## src/rtl/sdram_burst_sched.sv

```systemverilog
// +----------------------------------------------------------------------------+
// | Module      : sdram_burst_sched                                            |
// | Description : Shares the sdram_top burst port between the write path and   |
// |               the read path. It issues one row burst at a time and advances|
// |               the frame row pointers. Define SCHED_PINGPONG_EN to enable   |
// |               double buffering across banks 0 and 1.                       |
// | Revision    : 1.0 - initial release                                        |
// +----------------------------------------------------------------------------+
`default_nettype none

module sdram_burst_sched #(
  parameter int FRAME_ROWS = 128,
  parameter int WR_THRESH  = 512,
  parameter int RD_THRESH  = 512,
  parameter int RD_URGENT  = 128
) (
  input  logic        clk,
  input  logic        rst_n,
  input  logic [10:0] wr_fifo_used,
  input  logic [10:0] rd_fifo_used,
  input  logic        frame_start,
  output logic        wr_sdram_req,
  input  logic        wr_sdram_ack,
  output logic [23:0] wr_sdram_add,
  output logic        rd_sdram_req,
  input  logic        rd_sdram_ack,
  output logic [23:0] rd_sdram_add,
  output logic        frame_valid,
  output logic        busy
);

  localparam int                 c_row_w     = (FRAME_ROWS > 1) ? $clog2(FRAME_ROWS) : 1;
  localparam logic [c_row_w-1:0] c_last_row  = c_row_w'(FRAME_ROWS - 1);
  localparam logic [10:0]        c_wr_thresh = 11'(WR_THRESH);
  localparam logic [10:0]        c_rd_thresh = 11'(RD_THRESH);
  localparam logic [10:0]        c_rd_urgent = 11'(RD_URGENT);

  typedef enum logic [1:0] {
    S_IDLE    = 2'd0,
    S_WR_BUSY = 2'd1,
    S_RD_BUSY = 2'd2
  } state_t;

  state_t             r_state;
  state_t             w_state_nxt;
  logic [c_row_w-1:0] r_wr_row;
  logic [c_row_w-1:0] r_rd_row;
  logic               r_rd_done;
  logic               r_restart_pend;
  logic               r_last_rd;
  logic               r_frame_valid;

  logic               w_wr_elig;
  logic               w_rd_elig;
  logic               w_grant_wr;
  logic               w_grant_rd;
  logic               w_wr_ack;
  logic               w_rd_ack;
  logic               w_wr_wrap;
  logic               w_rd_reload;
  logic [1:0]         w_wr_bank;
  logic [1:0]         w_rd_bank;

  assign w_wr_elig  = (wr_fifo_used >= c_wr_thresh);
  assign w_rd_elig  = r_frame_valid && !r_rd_done && (rd_fifo_used <= c_rd_thresh);
  // Contested grants go to the side that lost last time unless the read FIFO is nearly dry
  assign w_grant_rd = w_rd_elig && (!w_wr_elig || (rd_fifo_used < c_rd_urgent) || !r_last_rd);
  assign w_grant_wr = w_wr_elig && !w_grant_rd;

  assign w_wr_ack    = (r_state == S_WR_BUSY) && wr_sdram_ack;
  assign w_rd_ack    = (r_state == S_RD_BUSY) && rd_sdram_ack;
  assign w_wr_wrap   = w_wr_ack && (r_wr_row == c_last_row);
  assign w_rd_reload = w_rd_ack ? (r_restart_pend || frame_start)
                                : (frame_start && (r_state != S_RD_BUSY));

  always_ff @(posedge clk) begin
    if (!rst_n) r_state <= S_IDLE;
    else        r_state <= w_state_nxt;
  end

  always_comb begin
    w_state_nxt  = r_state;
    wr_sdram_req = 1'b0;
    rd_sdram_req = 1'b0;
    busy         = 1'b0;
    case (r_state)
      S_IDLE: begin
        if (w_grant_rd)      w_state_nxt = S_RD_BUSY;
        else if (w_grant_wr) w_state_nxt = S_WR_BUSY;
      end
      S_WR_BUSY: begin
        wr_sdram_req = 1'b1;
        busy         = 1'b1;
        if (wr_sdram_ack) w_state_nxt = S_IDLE;
      end
      S_RD_BUSY: begin
        rd_sdram_req = 1'b1;
        busy         = 1'b1;
        if (rd_sdram_ack) w_state_nxt = S_IDLE;
      end
      default: w_state_nxt = S_IDLE;
    endcase
  end

  always_ff @(posedge clk) begin
    if (!rst_n) begin
      r_wr_row       <= '0;
      r_rd_row       <= '0;
      r_rd_done      <= 1'b0;
      r_restart_pend <= 1'b0;
      r_last_rd      <= 1'b0;
      r_frame_valid  <= 1'b0;
    end else begin
      if ((r_state == S_IDLE) && (w_grant_rd || w_grant_wr)) r_last_rd <= w_grant_rd;

      if (w_wr_ack) begin
        r_wr_row <= w_wr_wrap ? '0 : r_wr_row + 1'b1;
        if (w_wr_wrap) r_frame_valid <= 1'b1;
      end

      // A frame start during a read burst waits for that burst's ack
      if (w_rd_reload) begin
        r_rd_row       <= '0;
        r_rd_done      <= 1'b0;
        r_restart_pend <= 1'b0;
      end else if (w_rd_ack) begin
        if (r_rd_row == c_last_row) r_rd_done <= 1'b1;
        else                        r_rd_row  <= r_rd_row + 1'b1;
      end else if (frame_start && (r_state == S_RD_BUSY)) begin
        r_restart_pend <= 1'b1;
      end
    end
  end

`ifdef SCHED_PINGPONG_EN
  logic r_wr_bank;
  logic r_rd_bank;
  logic r_done_bank;

  always_ff @(posedge clk) begin
    if (!rst_n) begin
      r_wr_bank   <= 1'b0;
      r_rd_bank   <= 1'b0;
      r_done_bank <= 1'b0;
    end else begin
      if (w_wr_wrap) begin
        r_wr_bank   <= ~r_wr_bank;
        r_done_bank <= r_wr_bank;
      end
      if (w_rd_reload) r_rd_bank <= r_done_bank;
    end
  end

  assign w_wr_bank = {1'b0, r_wr_bank};
  assign w_rd_bank = {1'b0, r_rd_bank};
`else
  assign w_wr_bank = 2'b00;
  assign w_rd_bank = 2'b00;
`endif

  assign wr_sdram_add = {w_wr_bank, 13'(r_wr_row), 9'd0};
  assign rd_sdram_add = {w_rd_bank, 13'(r_rd_row), 9'd0};
  assign frame_valid  = r_frame_valid;

endmodule

`default_nettype wire

```

## config.mk

```make
export PLATFORM = sky130hd
export DESIGN_NAME = sdram_burst_sched
export DESIGN_NICKNAME = d
export VERILOG_FILES = /design/src/rtl/sdram_burst_sched.sv
export SDC_FILE = /design/constraint.sdc
export NUM_CORES = 1
export LEC_CHECK = 0
export CORE_MARGIN = 2
export CORE_UTILIZATION = 39
export CTS_CLUSTER_DIAMETER = 60
export CTS_CLUSTER_SIZE = 12
export DETAILED_ROUTE_END_ITERATION = 10
export PLACE_DENSITY = 0.82
export SLEW_MARGIN = 20
export SYNTH_ARGS = -nofsm -noshare
export SYNTH_HDL_FRONTEND = slang
export SYNTH_SLANG_ARGS = --single-unit
```

## constraint.sdc

```tcl
create_clock -name clk -period 4.2 [get_ports clk]
set_input_delay 0.63 -clock clk [delete_from_list [all_inputs] [get_ports clk]]
set_output_delay 0.63 -clock clk [all_outputs]
set_load 0.02 [all_outputs]
```

== Yosys cells after proc, flatten, opt, wreduce, memory -nomap -nowiden ==
Index checks and enable logic that the tools add are counted.

* Register bits: 20
* Input bits: 27
* Output and inout port bits: 52
* Word-level logic and storage cells: 59

* Add/sub/neg operators: 2
* $lt $le $gt $ge: 3
* Equality and inequality tests: 8
* Muxes and demuxes: 10
* Bitwise gates (word level): 3
* Reductions and logical operators: 26

{| class="wikitable"
|+ Operators by type and width
! cell !! count
|-
| $add A7 B1 Y7 const B || 2
|-
| $eq A7 B7 Y1 const B || 2
|-
| $ge A11 B10 Y1 const B || 1
|-
| $le A11 B10 Y1 const B || 1
|-
| $lt A11 B8 Y1 const B || 1
|-
| $logic_and A1 B1 Y1 || 10
|-
| $mux W2 || 4
|-
| $reduce_and A2 Y1 || 4
|-
| $mux W7 || 1
|-
| $ne A2 B2 Y1 const B || 3
|-
| $pmux W2 S3 || 1
|-
| $logic_not A1 Y1 || 4
|-
| $logic_or A1 B1 Y1 || 4
|-
| $mux W1 || 4
|-
| $reduce_or A2 Y1 || 2
|-
| $ne A3 B3 Y1 const B || 1
|-
| $not A1 Y1 || 3
|-
| $reduce_and A3 Y1 || 1
|-
| $eq A2 B1 Y1 const B || 1
|-
| $eq A2 B2 Y1 const B || 1
|-
| $logic_not A2 Y1 || 1
|}

== Depth between registers and ports, before layout ==
Gate-level depths: netlist (run 1).

* Depth after elaboration: 10
* Depth in mapped cells: 6
* Depth with buffers taken out: 6

== Worst setup path before layout (run 1) ==
Ideal clock, no wire load.

* Path type: register to register
* From: register r_state[0]
* To: register r_state[1]
* Library setup time: 88 ps
* Arrival time: 1,822 ps
* Data required time: 4,112 ps
* Setup slack: 2,290 ps
* Stages on the path, launching flop included: 7
* Buffers on the path: 0
* Period minus slack after synthesis: 1,910 ps
* Cells stage by stage: dfxtp_1 inv_1 ha_1 nor2b_4 or2_4 or4b_4 o32ai_2

* Word-level cells in the longest chain between the ends: 3
* Elaborated cells between the ends (all ways): 8
* Those cells by class: 5 x eq/ne; 1 x mux; 2 x reduce/logical

{| class="wikitable"
|+ RTL lines
! element !! line !! text
|-
| start, declared || 44 || <nowiki>state_t r_state;</nowiki>
|-
| start signal, assigned || 78 || <nowiki>else r_state <= w_state_nxt;</nowiki>
|-
| $eq A2 B2 Y1 (tied with other cells) || 86 || <nowiki>case (r_state)</nowiki>
|-
| $ne A2 B2 Y1 (no source line) or $ne A3 B3 Y1 (tied branches) || n/a ||
|-
| $reduce_and A3 Y1 (no source line) || n/a ||
|}

Parallel ways exist; a longest one is shown, timed or not.
A chain may end at the register's enable or synchronous reset.

== Worst setup path after layout (run 1) ==
* From: register r_state[0]
* To: output port busy

* Word-level cells in the longest chain between the ends: 3
* Elaborated cells between the ends (all ways): 4
* Those cells by class: 2 x eq/ne; 1 x mux; 1 x reduce/logical

{| class="wikitable"
|+ RTL lines
! element !! line !! text
|-
| $eq A2 B1 Y1 or $eq A2 B2 Y1 (tied branches) || 86 ||
|-
| $reduce_or A2 Y1 (no source line) * || n/a ||
|-
| $mux W1 * || 86 ||
|-
| end, declared || 29 || <nowiki>output logic busy</nowiki>
|}

Mark *: on every way between the ends. The rest lies on a longest branch, timed or not.

==> impl_results.md, run 1 <==
* Fillers at 302
* Post-CTS Setup Bufs at 0
* CP Cell Sequence: inv_1 > ha_1 > clkdlybuf4s50_1
* Gpl congestion at 0.847
* Yosys warnings at 0
* # DRC at 0
* Die height at 60.8 um
* Sequential fraction of the synthesis area at 31.9%
* Post-Syn Area at 1260 um2
* Vias at 1047
* Critical path required time at 3.57 ns
* Final Skew at 0.00247 ns
* Drt initial violations at 23
* Worst setup EP type: primary output
* CTS Buf Count at 3
* GR Overflow Total at 0
* Fin nets at 220
* Post_cts resized at 0
* Slowest cell delay on critical path at 0.60 ns
* Synthesized instance count at 149
* Initial Util at 41.1%
* Setup slack after layout at 1.91 ns
* Lkg Pwr at 0.630 nW
* Design Area, Final at 1570 um2
* Vias in the first global route at 884
* DPL Wire Length at 1880 um
* Total wire length at 2340 um
* Pwr/cell area at 245 nW/um2
* Synth-to-Final Area Change at 24.7%
* Num Clock Sinks at 20
* Dpl cell area at 1530 um2
* Number of port buffers at 35
* Num ports at 79
* Outcome: complete, no violations
* Post-DRT Antenna Nets at 0
* Post-synth ARST share at 0%
* Worst EP arrival at 1.66 ns
* Via-to-Cell Ratio at 4.53
* Clk slew on worst S/H paths at 0.11 ns
* Fraction of layout cells with a size suffix above 1 at 4.81%
* First-pass GRT wire length at 3640 um
* CTS tree: yes
* Top FF cell, synth: dfxtp_1
* Synth Register Bits at 20
* Core area at 3050 um2
* VDD IR-drop max at 0.000137 V
* Total Power at 383 uW
* Post-synth EDFFs at 0
* RSZ-0062 raised after global routing: false
* Hold Path Class: register to register
* WP buf/inv at 2
* Place WS at 1.86 ns
* Initial antenna violation count at 0
* Rel. slew slack at 61.3%
* Max cap viols at 0
* Total Routing Usage GR at 12.9%
* Row Count at 20
* Htree depth at 1
* Die area at 3690 um2
* Pre-antenna DRT Iters at 4
* Largest net degree at the start of global routing at 12
* Clock Latency Late Sink at 0.29 ns
* Final setup TNS at 0 ns
* Worst setup SP type: register
* Hold Vio Cnt, Final at 0
* Fmax at 0.437 GHz
* Fin. max-slew vios at 0
* Syn avg cell area at 8.43 um2
* ANT cells at 0
* Kind of critical path: register to primary output
* Slowest stage cell, crit path: clkdlybuf4s50_1
* Clock buffer depth at 2
* Library cells used by synthesis at 38
* Fin crit period at 2.29 ns
* Hold_buf cts at 0
* Final setup fails at 0
* Root Driver: clkbuf_4
* Worst Path Max Fanout at 3
* Fin crit share at 54.5%
* Die Width at 60.8 um
* Delay-heaviest family, CP: buffers and inverters
* Routed len/inst at 10.1 um
* Worst-Margin Slew at 0.577 ns
-- routing by layer --
layer  GRT usage (%)  vias up  routed length (um)
li1                -      524                   -
met1            16.6      475                1070
met2            21.0       46                1040
met3            1.92        2                 207
met4            6.52        0                  27
met5               0        -                   0
-- layout make-up --
cell class                 count  area [um2]  share of cell area, %
inverter                       3        11.3                  0.719
sequential                    20         400                   25.6
timing repair buffer          35         350                   22.4
tap                           44        55.1                   3.51
multi-input combinational    125         713                   45.5
clock buffer                   4        36.3                   2.32
-- cells by family after synthesis --
family	count (synthesis)	share of synthesized area [%]
DFF	20	31.9
xor gates and xnor gates	7	4.88
and+or+nand+nor	54	22.6
buffers and inverters	37	21.2
muxes	1	0.797
other	1	0.299
AOI/OAI and AO/OA	24	13.3
adders and majority gates	5	4.98
-- synthesized netlist by cell type (all sizes together), types with 3 or more instances --
master	instances	area, um2
buf	34	255
dfxtp	20	400
nor2	17	63.8
nand2	10	37.5
o21ai	8	40.0
xor2	6	52.6
ha	5	62.6
nor3	5	25.0
a21oi	4	20.0
nand3	4	20.0
inv	3	11.3
nand4	3	18.8
nor2b	3	26.3
-- registers in the layout (all words and copies together) (netlist names) --
| name | cells |
|---|---|
| frame_valid | 1 |
| r_restart_pend | 1 |
| r_wr_row | 7 |
| r_last_rd | 1 |
| r_state | 2 |
| r_rd_done | 1 |
| r_rd_row | 7 |
-- path summary, 6_finish.rpt --
path,startpoint,to,slack [ns],cells past startpoint
min,r_last_rd,r_last_rd,0.47,2
min reg2reg,r_last_rd,r_last_rd,0.47,2
max reg2reg,r_state[0],r_state[1],2.23,6
max,r_state[0],busy,1.91,3
-- power breakdown --
part | total [mW] | switching [mW] | internal [mW] | leakage [nW]
combinational | 0.0775 | 0.0492 | 0.0283 | 0.447
sequential | 0.195 | 0.00257 | 0.192 | 0.162
clock | 0.111 | 0.0580 | 0.0528 | 0.0210
-- layout by cell type, fill, tap and decap left out, types with 3 or more instances in the layout --
cell type        instances
nor2_1                  17
o21ai_0                  3
ha_1                     5
nand4_1                  3
a21oi_1                  4
clkbuf_4                 3
clkdlybuf4s50_1         35
xor2_1                   6
dfxtp_1                 20
o21ai_1                  5
nand2_1                 10
conb_1                  34
nand3_1                  4
nor3_1                   5
-- metrics by stage --
stage,hold slack [ns],util (%),cells
4_1_cts,0.474,51.3,231
3_5_place_dp,0.457,50.1,227
2_1_floorplan,0.435,-,182
3_3_place_gp,0.445,50.1,227
5_1_grt,0.520,51.3,231
6_report,0.469,51.3,231
-- worst register-to-register path: stages (launching register included) --
cell and delay [ns]:
dfxtp_1 0.39, inv_1 0.08, ha_1 0.28, nor2b_4 0.16, or2_4 0.25, or4b_4 0.49
o32ai_2 0.24
(Power assumes the default switching activity.)
==> inputs of run 2 (changes only) <==
CORE_UTILIZATION = 33   (was 39)
PLACE_DENSITY = 0.73   (was 0.82)
clock period = 2 ns   (was 4.2 ns; I/O delays follow)
==> run 2 against run 1 <==
Flip-flop and latch count stayed put. Die area grew 17%. Core utilization is 6.4 points lower. Largest cell class unchanged. Critical path depth increased by 1. Routed wire length up 4.7%. Register-to-register slack worse by 2.1 ns. Critical endpoint is now rd_sdram_req. Worst setup slack worse by 1.8 ns. Global-route usage decreased by 1.8 points. Clock-buffer cell count down 1.
==> impl_results.md, run 2 (synthesis gave the netlist of run 1 again) <==
* Hold Path Class: register to register
* Lkg Pwr at 0.674 nW
* Worst setup SP type: register
* Hold Vio Cnt, Final at 0
* Max cap viols at 0
* Post_cts resized at 0
* Vias in the first global route at 866
* Total wire length at 2450 um
* Final Skew at 0.00332 ns
* Dpl cell area at 1600 um2
* Vias at 1067
* Area of the multi-input gates at 713 um2
* Fillers at 366
* Fmax at 0.526 GHz
* Inst Count DP at 240
* Pwr/cell area at 512 nW/um2
* Die area at 4320 um2
* Critical path required time at 1.70 ns
* Clock buffer depth at 2
* Core area at 3660 um2
* Most frequent cells in the layout: clkdlybuf4s50_1 (35), conb_1 (34), dfxtp_1 (20), nor2_1 (17), nand2_1 (10)
* # DRC at 0
* Top flop regs: r_rd_row (7), r_wr_row (7), r_state (2)
* Worst Path Max Fanout at 6
* Initial antenna violation count at 0
* Die Width at 65.7 um
* Num ports at 79
* Fraction of layout cells with a size suffix above 1 at 8.72%
* Final Non-Filler Cells at 243
* Final setup TNS at 0 ns
* Routed len/inst at 10.1 um
* Outcome: complete, no violations
* Fin crit share at 95.1%
* DPL Wire Length at 1970 um
* Final setup fails at 0
* Design Area, Final at 1640 um2
* VDD IR-drop max at 0.000305 V
* Fin crit period at 1.90 ns
* Post-layout util at 44.9%
* ANT cells at 0
* Fin nets at 229
* Clock Latency Late Sink at 0.26 ns
* Worst setup EP type: primary output
* FF/Latch Area at 400 um2
* RSZ-0062 raised after global routing: false
* First-pass GRT wire length at 3700 um
* Post-DRT Antenna Nets at 0
* Htree depth at 1
* GR Overflow Total at 0
* CTS Buf Count at 3
* Fin. max-slew vios at 0
* Kind of critical path: register to primary output
* CTS tree: yes
* Clk slew on worst S/H paths at 0.07 ns
* Synth-to-Final Area Change at 30.9%
* Commonest non-fill, non-tap cell in the layout: clkdlybuf4s50_1
* Gpl congestion at 0.816
* Via-to-Cell Ratio at 4.39
* Num Clock Sinks at 20
* Die height at 65.7 um
* Initial Util at 34.3%
* Worst EP arrival at 1.60 ns
* Drt initial violations at 34
* Root Driver: clkbuf_8
* Hold_buf cts at 0
* Number of port buffers at 35
* Pre-antenna DRT Iters at 4
* Row Count at 22
* Total Power at 842 uW
* Post-CTS Setup Bufs at 0
* Total Routing Usage GR at 11.1%
* Largest net degree at the start of global routing at 11
==> run 2: where the power goes <==
| part | total [mW] | switching (mW) | internal [mW] |
|---|---|---|---|
| Combinational | 0.168 | 0.104 | 0.0646 |
| Clock | 0.266 | 0.131 | 0.134 |
| Sequential | 0.409 | 0.00496 | 0.404 |
==> run 2: critical path, stage by stage, from the launching register on <==
cell and delay (ns):
dfxtp_1 0.37, inv_1 0.08, ha_1 0.21, buf_4 0.15, clkdlybuf4s50_1 0.53
==> run 2: metal layers <==
metal	routed length (um)	part of all wire, %	GRT usage (%)	vias to the layer above
met5	0	0	0	-
met4	44	1.8	4.69	0
met3	223	9.1	3.60	4
met2	1100	45	17.2	55
met1	1080	44	14.0	471
li1	-	-	-	537
==> run 2: layout make-up <==
class / instances / share of cell area (%)
clock buffer: 3 / 2.51
tap: 48 / 3.65
multi-input combinational: 125 / 43.4
timing repair buffer: 44 / 25.4
inverter: 3 / 0.685
sequential: 20 / 24.4
==> run 2: path summary, 6_finish.rpt <==
kind                   start      endpoint  slack (ns)  cells after the start
hold reg to reg    r_last_rd     r_last_rd        0.47                      2
hold / removal     r_last_rd     r_last_rd        0.47                      2
setup reg to reg  r_state[1]    r_state[1]        0.12                      6
setup / recovery  r_state[0]  rd_sdram_req         0.1                      4
==> run 2: stage by stage <==
step	hold WS, ns	setup slack (ns)
2_1_floorplan	0.435	0.0899
3_3_place_gp	0.445	0.00875
3_5_place_dp	0.458	-0.0339
4_1_cts	0.468	0.0870
5_1_grt	0.501	0.00786
6_report	0.466	0.0978
==> inputs of run 3 (changes only) <==
REMOVE_ABC_BUFFERS = 1   (was not set)
==> run 3 against run 2 <==
Critical path depth unchanged. Largest cell class unchanged. Die area is the same. Sequential share of layout area is essentially flat. Combinational power about the same. Power is 4.5% higher. Register-to-register slack worse by 0.02 ns. Via count increased by 0.19%. Worst hold slack worse by 0.0086 ns.
==> impl_results.md, run 3 (synthesis gave the netlist of run 1 again) <==
* Die area at 4320 um2
* Post-CTS Setup Bufs at 0
* Worst setup SP type: register
* Max cap viols at 0
* Worst Path Max Fanout at 6
* Htree depth at 1
* Hold_buf cts at 0
* Clock buffer depth at 2
* CTS tree: yes
* Fin. max-slew vios at 0
* WP buf/inv at 3
* Total wire length at 2430 um
* Delay-heaviest family, CP: buffers and inverters
* Outcome: complete, no violations
* Num ports at 79
* Hold Vio Cnt, Final at 0
* Slowest stage cell, crit path: clkdlybuf4s50_1
* DPL Wire Length at 1960 um
* Vias in the first global route at 930
* Fmax at 0.521 GHz
* Final Skew at 0.00710 ns
* Via-to-Cell Ratio at 4.42
* Gpl congestion at 0.822
* Pwr/cell area at 536 nW/um2
* RR Startpoint: r_state[1]
* Launch point of the critical path: r_state[0]
* Vias at 1069
* Fraction of layout cells with a size suffix above 1 at 8.25%
* # DRC at 0
* Clk pwr share at 34.3%
* CP Capture Point: rd_sdram_req
* First-pass GRT wire length at 3840 um
* Commonest non-fill, non-tap cell in the layout: clkdlybuf4s50_1
* Design Area, Final at 1640 um2
* Pre-antenna DRT Iters at 4
* Synth-to-Final Area Change at 30.8%
* Post_cts resized at 0
* Worst EP arrival at 1.62 ns
* R2R depth at 6
* Final setup fails at 0
* RSZ-0062 raised after global routing: false
* Core area at 3660 um2
* Initial Util at 34.3%
* Num Clock Sinks at 20
* Slowest cell delay on critical path at 0.53 ns
* Worst setup EP type: primary output
* Critical path required time at 1.70 ns
* Most frequent cells in the layout: clkdlybuf4s50_1 (35), conb_1 (34), dfxtp_1 (20), nor2_1 (17), nand2_1 (10)
* VDD IR-drop max at 0.000297 V
* Die height at 65.7 um
* Routed len/inst at 10.0 um
* GR Overflow Total at 0
* Total Routing Usage GR at 11.1%
* Fin crit period at 1.92 ns
* Root Driver: clkbuf_8
* R2r endpoint: r_state[1]
* CTS Buf Count at 3
* CP Cell Sequence: inv_1 > ha_1 > buf_4 > clkdlybuf4s50_1
* Internal power at 643 uW
* Post-DRT Antenna Nets at 0
* Top flop regs: r_rd_row (7), r_wr_row (7), r_state (2)
* Kind of critical path: register to primary output
* Dpl cell area at 1590 um2
* Fin nets at 227
* Fin crit share at 95.9%
* Switching Fraction at 27.0%
* Drt initial violations at 18
* ANT cells at 0
* Sequential share of power at 46.4%
* Hold Path Class: register to register
* Worst R2R Setup Slack at 0.10 ns
* Die Width at 65.7 um
* Switching pwr at 237 uW
* Initial antenna violation count at 0
* Logic pwr share at 19.3%
* Number of port buffers at 35
* Lkg Pwr at 0.672 nW
* Row Count at 22
* Final setup TNS at 0 ns
* Clock Latency Late Sink at 0.25 ns
* Stages on the worst setup path at 4
* Clk slew on worst S/H paths at 0.08 ns
* Largest net degree at the start of global routing at 12
run 3: cell count changes in the layout (fill, tap and decap cells not counted), sizes merged:
cell	previous run	this run
clkbuf	3	4
buf	9	7
run 3: routing by layer:
layer	global-route usage [%]	wire length [um]	up-vias
met4	4.17	23	0
li1	-	-	535
met1	12.6	1000	483
met3	2.57	207	4
met2	19.9	1200	47
met5	0	0	-
run 3: final cells by class:
class	instances	area, um2
Clock buffer	4	55.1
Fill cell	382	2020
Timing Repair Buffer	42	403
Multi-Input combinational cell	125	713
Inverter	3	11.3
Tap cell	48	60.1
Sequential cell	20	400
run 3: worst min-delay path by stage:
stage	slack, ns	depth (start not counted)	endpoint	startpoint
floorplan	0.44	2	r_last_rd	r_last_rd
global placement	0.45	2	r_last_rd	r_last_rd
detailed placement	0.45	2	r_last_rd	r_last_rd
CTS	0.46	2	r_last_rd	r_last_rd
global route	0.51	2	r_last_rd	r_last_rd
finish	0.46	2	r_last_rd	r_last_rd
run 3: tightest hold or removal path, delay by kind of cell (launching register included):
| family | cells | cell delay (ns) |
|---|---|---|
| AO/OA/AOI/OAI | 1 | 0.05 |
| flip-flops | 1 | 0.31 |
| AND/OR/NAND/NOR | 1 | 0.06 |
run 3: through the flow:
| stage | std cells | power, mW | hold slack, ns | utilization (%) | worst slack, ns |
|---|---|---|---|---|---|
| CTS | 242 | 0.889 | 0.464 | 44.9 | 0.0721 |
| global placement | 238 | 0.585 | 0.452 | 43.4 | -0.00176 |
| finish | 242 | 0.880 | 0.458 | 44.9 | 0.0822 |
| floorplan | 148 | 0.519 | 0.435 | - | 0.0899 |
| global route | 242 | 0.920 | 0.510 | 44.9 | 0.0171 |
| detailed placement | 238 | 0.587 | 0.453 | 43.4 | -0.0325 |
run 3: power by group through the flow:
stage,sequential (mW),combinational [mW],clock (mW)
floorplan,0.419,0.100,0
global placement,0.418,0.167,0
detailed placement,0.418,0.169,0
CTS,0.408,0.170,0.311
global route,0.409,0.184,0.327
finish,0.408,0.170,0.302
